==> src/rtl/rtc_pkg.sv <==
// Shared constants, time record type and 12h display conversion for the RTC core.
package rtc_pkg;

    localparam int unsigned SEC_MAX = 59;
    localparam int unsigned MIN_MAX = 59;
    localparam int unsigned HOUR_W  = 5;
    localparam int unsigned MS_W    = 6;

    typedef struct packed {
        logic [HOUR_W-1:0] hour;
        logic [MS_W-1:0]   minute;
        logic [MS_W-1:0]   second;
    } rtc_time_t;

    // Midnight shows as 12, afternoon hours fold down by 12.
    function automatic logic [HOUR_W-1:0] to_12h(input logic [HOUR_W-1:0] hour);
        if (hour == '0) begin
            return HOUR_W'(12);
        end else if (hour > HOUR_W'(12)) begin
            return hour - HOUR_W'(12);
        end else begin
            return hour;
        end
    endfunction

endpackage

==> src/rtl/rtc_prescaler.sv <==
// Free-running divider that strobes term on the last count of each PRESCALE-cycle period.
module rtc_prescaler #(
    parameter int unsigned PRESCALE = 50_000_000
) (
    input  logic clk,
    input  logic rst,
    input  logic run,
    input  logic clear,
    output logic term
);

    localparam int unsigned CNT_W = (PRESCALE > 1) ? $clog2(PRESCALE) : 1;
    localparam logic [CNT_W-1:0] CNT_LAST = CNT_W'(PRESCALE - 1);

    logic [CNT_W-1:0] cnt;

    // Strobe is combinational so the time advances on the same edge the count wraps.
    assign term = run && (cnt == CNT_LAST);

    always_ff @(posedge clk) begin
        if (rst) begin
            cnt <= '0;
        end else if (clear) begin
            cnt <= '0;
        end else if (run) begin
            if (term) begin
                cnt <= '0;
            end else begin
                cnt <= cnt + CNT_W'(1);
            end
        end
    end

endmodule

==> src/rtl/rtc_core.sv <==
// HH:MM:SS real-time-clock core with runtime set, run/pause and 12h/24h display.
// Optional alarm comparator is built when RTC_ALARM_EN is defined.
module rtc_core
    import rtc_pkg::*;
#(
    parameter int unsigned PRESCALE  = 50_000_000,
    parameter int unsigned HOURS_DAY = 24
) (
    input  logic              clk,
    input  logic              rst,
    input  logic              run,
    input  logic              mode_12h,
    input  logic              set_valid,
    input  logic [HOUR_W-1:0] set_hour,
    input  logic [MS_W-1:0]   set_min,
    input  logic [MS_W-1:0]   set_sec,
    output logic              set_err,
    output logic [MS_W-1:0]   second,
    output logic [MS_W-1:0]   minute,
    output logic [HOUR_W-1:0] hour,
    output logic [HOUR_W-1:0] hour_disp,
    output logic              pm,
    output logic              tick_sec,
    output logic              tick_min,
    output logic              tick_day
`ifdef RTC_ALARM_EN
    ,
    input  logic              alarm_arm,
    input  logic [HOUR_W-1:0] alarm_hour,
    input  logic [MS_W-1:0]   alarm_min,
    output logic              alarm_hit
`endif
);

    localparam logic [HOUR_W-1:0] HOUR_LAST = HOUR_W'(HOURS_DAY - 1);
    localparam logic [MS_W-1:0]   SEC_LAST  = MS_W'(SEC_MAX);
    localparam logic [MS_W-1:0]   MIN_LAST  = MS_W'(MIN_MAX);

    rtc_time_t time_q;
    rtc_time_t time_adv;
    logic      term;
    logic      set_ok;
    logic      load;
    logic      advance;
    logic      sec_wrap;
    logic      min_wrap;
    logic      day_wrap;

    assign set_ok  = (set_hour <= HOUR_LAST) && (set_min <= MIN_LAST) && (set_sec <= SEC_LAST);
    assign load    = set_valid && set_ok;
    // A valid set swallows a coincident terminal count.
    assign advance = term && !load;

    rtc_prescaler #(
        .PRESCALE (PRESCALE)
    ) u_prescaler (
        .clk   (clk),
        .rst   (rst),
        .run   (run),
        .clear (load),
        .term  (term)
    );

    // Whole carry chain resolved in one cycle.
    always_comb begin
        time_adv = time_q;
        sec_wrap = (time_q.second == SEC_LAST);
        min_wrap = sec_wrap && (time_q.minute == MIN_LAST);
        day_wrap = min_wrap && (time_q.hour == HOUR_LAST);
        if (sec_wrap) begin
            time_adv.second = '0;
            if (min_wrap) begin
                time_adv.minute = '0;
                time_adv.hour   = day_wrap ? '0 : time_q.hour + HOUR_W'(1);
            end else begin
                time_adv.minute = time_q.minute + MS_W'(1);
            end
        end else begin
            time_adv.second = time_q.second + MS_W'(1);
        end
    end

    always_ff @(posedge clk) begin
        if (rst) begin
            time_q   <= '0;
            set_err  <= 1'b0;
            tick_sec <= 1'b0;
            tick_min <= 1'b0;
            tick_day <= 1'b0;
        end else begin
            set_err  <= set_valid && !set_ok;
            tick_sec <= advance;
            tick_min <= advance && sec_wrap;
            tick_day <= advance && day_wrap;
            if (load) begin
                time_q <= '{hour: set_hour, minute: set_min, second: set_sec};
            end else if (term) begin
                time_q <= time_adv;
            end
        end
    end

`ifdef RTC_ALARM_EN
    // Only a tick advance can land on the alarm time; a set never fires it.
    always_ff @(posedge clk) begin
        if (rst) begin
            alarm_hit <= 1'b0;
        end else begin
            alarm_hit <= alarm_arm && advance
                         && (time_adv.hour == alarm_hour)
                         && (time_adv.minute == alarm_min)
                         && (time_adv.second == '0);
        end
    end
`endif

    assign second    = time_q.second;
    assign minute    = time_q.minute;
    assign hour      = time_q.hour;
    assign hour_disp = mode_12h ? to_12h(time_q.hour) : time_q.hour;
    assign pm        = (time_q.hour >= HOUR_W'(12));

endmodule

==> config.mk <==
export PLATFORM = sky130hd
export DESIGN_NAME = rtc_core
export DESIGN_NICKNAME = d
export VERILOG_FILES = /design/src/rtl/rtc_pkg.sv /design/src/rtl/rtc_prescaler.sv /design/src/rtl/rtc_core.sv
export SDC_FILE = /design/constraint.sdc
export NUM_CORES = 1
export LEC_CHECK = 0
export ABC_AREA = 0
export BUFFER_PORTS_ARGS = -buffer_cell sky130_fd_sc_hd__clkbuf_2
export CAP_MARGIN = 40
export CORE_MARGIN = 2
export CORE_UTILIZATION = 45
export DETAILED_ROUTE_END_ITERATION = 10
export PLACE_DENSITY = 0.67
export REMOVE_ABC_BUFFERS = 1
export SYNTH_ARGS = -nofsm -noshare
export SYNTH_HDL_FRONTEND = slang
export SYNTH_SLANG_ARGS = --single-unit
export TNS_END_PERCENT = 5
==> constraint.sdc <==
create_clock -name clk -period 3.25 [get_ports clk]
set_input_delay 0.325 -clock clk [delete_from_list [all_inputs] [get_ports clk]]
set_output_delay 0.325 -clock clk [all_outputs]
set_load 0.005 [all_outputs]
==> impl_metrics.json <==
{
  "clk_pin_slew_ns": 0.09,
  "synth_warnings": 0,
  "synth_cells": 304,
  "cp.arrival_ns": 2.78,
  "rsz0062_at_grt": "false",
  "grt_usage": 0.1872,
  "final_common_cell": "nor2_1",
  "io_pins": 49,
  "power.switching_mw": 0.2977,
  "setup-violations-final": 0,
  "whs_path_depth": 3,
  "fin_area_um2": 2974,
  "pwr_density_cell_nw_per_um2": 405.2,
  "status": "completed",
  "period_minus_slack_ns": 2.571,
  "p_sw_frac": 0.2471,
  "reg2reg_from": "u_prescaler.cnt[0]$_SDFFE_PP0P_",
  "endpoint_kind": "register",
  "synth_ff_type": "dfxtp_1",
  "cts_hold_buf": 0,
  "p_leak_nw": 1.218,
  "grt_pass1_wl_um": 9508,
  "io_buffers": 48,
  "cp.required_ns": 3.46,
  "htreeDepth": 2,
  "syn-cell-area_um2": 2522,
  "slew_violations": 0,
  "cap_viol_max_count": 0,
  "grt_pass1_vias": 2175,
  "firstDrtPassIters": 4,
  "cts_sinks": 47,
  "p_comb_frac": 0.112,
  "min_to": "set_err$_SDFF_PP0_",
  "globalRoute.totalOverflow": 0,
  "antenna_left": 0,
  "grt-busiest-layer": "met2",
  "clock_skew_ns": 0.008264,
  "cts_root_buffer": "clkbuf_8",
  "yosysSeqAreaShare": 0.3730,
  "clockBufferDepth": 2,
  "drc": 0,
  "path_class": "register to register",
  "clk_latency_ns": 0.30,
  "core-area_um2": 5473,
  "cp-start-kind": "register",
  "antenna_found_initial": 0,
  "fin_setup_tns_ns": 0,
  "regToRegEndpoint": "second[5]$_SDFFE_PP0P_",
  "routed-via-count": 2309,
  "wirelength_um": 5546,
  "fillerInstances": 540,
  "hp-class": "input port to register",
  "multi_input_area_um2": 1499,
  "drive_gt1_frac": 0.1977,
  "row_count": 27,
  "worstRegToRegCells": 6,
  "ys_ff_latch": 47,
  "n_antenna_cell": 0,
  "peakVddDrop_v": 0.0002483,
  "grt_max_degree": 25,
  "via_per_inst": 5.420,
  "synth_edf_count": 0,
  "drt-wirelength-per-cell_um": 13.02,
  "initial_core_util": 0.4609,
  "tritoncts": "yes",
  "die_area_um2": 6220,
  "holdWs_ns": 0.2539,
  "synth_cell_type_count": 42,
  "gp_congestion": 0.8051,
  "slew_headroom": 0.4702,
  "min_from": "set_valid",
  "fin_crit_sh": 0.7910,
  "postCtsResizedCells": 0,
  "cts_made_buffers": 5,
  "drt_iter0_drc": 77,
  "worstMarginPinSlew_ns": 0.7886,
  "use_met3": 0.03864,
  "seq_area_um2": 940.9,
  "met2_usage": 0.3385,
  "die_x_um": 78.87,
  "synth-async-reset-ratio": 0,
  "mostFrequentLayoutCells": "49 x nor2_1, 48 x clkbuf_2, 47 x dfxtp_1, 26 x nand2_1, 20 x xor2_1",
  "fmax_mhz": 389.0,
  "die_h_um": 78.87,
  "place_hpwl_um": 4175,
  "area_delta_synth_final_pct": 17.91,
  "reg2reg_slack_ns": 0.68,
  "postCtsSetupBuffers": 0,
  "seq_power_share": 0.513,
  "intPower_mw": 0.9073,
  "critPathMaxFanout": 17,
  "dpl_cell_area_um2": 2853,
  "gr-usage-met1": 0.2288,
  "layout.nets": 383,
  "finalHoldViolCount": 0,
  "clock_power_share": 0.375,
  "avgSynthCellArea_um2": 8.297
}
[critical path, cell delays in order, from the launching register on]
cell	delay [ns]
dfxtp_1	0.37
ha_1	0.19
nand4_1	0.22
nor4b_2	0.69
nand2_4	0.24
or4_1	0.51
a311oi_1	0.25
[registers in the layout, summed over array words and instances, names as in the netlist]
name             flops
set_err              1
tick_min             1
tick_sec             1
minute               6
hour                 5
second               6
tick_day             1
u_prescaler.cnt     26
[power by group through the flow]
stage	sequential [mW]	clock [mW]	combinational, mW
floorplan	0.628	0	0.0711
global placement	0.631	0	0.134
detailed placement	0.631	0	0.136
CTS	0.618	0.463	0.137
global route	0.622	0.490	0.153
finish	0.618	0.452	0.135
[synth_stat cells (all sizes together) (4+ instances only)]
library cell,instances,area share
a22oi,5,0.015
xnor2,8,0.028
nand3,15,0.030
nor3,8,0.016
nor2,49,0.073
inv,10,0.015
nand4,18,0.047
a221o,4,0.016
dfxtp,47,0.37
mux2i,5,0.020
a311oi,7,0.024
xor2,20,0.069
ha,8,0.040
o21ai,5,0.0099
clkbuf,12,0.018
a21oi,9,0.018
and3,5,0.012
nand2,27,0.043
or3,5,0.012
a31oi,5,0.012
[stage by stage]
step | util | setup slack (ns) | cells | power [mW]
global placement | 0.5213 | 0.7834 | 418 | 0.7648
floorplan | - | 0.9117 | 292 | 0.6987
CTS | 0.5434 | 0.6821 | 426 | 1.218
detailed placement | 0.5213 | 0.6990 | 418 | 0.7672
finish | 0.5434 | 0.6791 | 426 | 1.205
global route | 0.5434 | 0.3779 | 426 | 1.265
[metal layers]
metal,up-vias,routed length (um),share of wire
li1,1187,-,-
met1,1078,2569,0.46
met2,40,2727,0.49
met3,4,212,0.038
met4,0,36,0.0065
met5,-,0,0
[how the worst max path moves through the flow]
stage,endpoint,startpoint,slack [ns],cells after the start
3_3_place_gp,second[5]$_SDFFE_PP0P_,u_prescaler.cnt[7]$_SDFFE_PP0P_,0.78,5
6_report,second[5]$_SDFFE_PP0P_,u_prescaler.cnt[0]$_SDFFE_PP0P_,0.68,6
3_5_place_dp,second[5]$_SDFFE_PP0P_,u_prescaler.cnt[0]$_SDFFE_PP0P_,0.70,6
5_1_grt,second[5]$_SDFFE_PP0P_,u_prescaler.cnt[0]$_SDFFE_PP0P_,0.38,6
2_1_floorplan,hour[2]$_SDFFE_PP0P_,second[0]$_SDFFE_PP0P_,0.91,6
4_1_cts,second[5]$_SDFFE_PP0P_,u_prescaler.cnt[0]$_SDFFE_PP0P_,0.68,6
[cell type report]
class,count,area share
Clock buffer,6,0.02777
Timing Repair Buffer,54,0.09592
Inverter,10,0.01262
Multi-Input combinational cell,235,0.5040
Tap cell,72,0.03029
Clock inverter,2,0.01304
Sequential cell,47,0.3164
[logic make-up after synthesis]
group | count (synthesis) | share of synthesized area
and+or+nand+nor | 150 | 0.3145
DFF | 47 | 0.3730
AOI/OAI and AO/OA | 44 | 0.1230
xor gates and xnor gates | 28 | 0.09722
buffers and inverters | 22 | 0.03274
adders and majority gates | 8 | 0.03968
muxes | 5 | 0.01984
No activity file was read; power rests on OpenSTA's default activity.
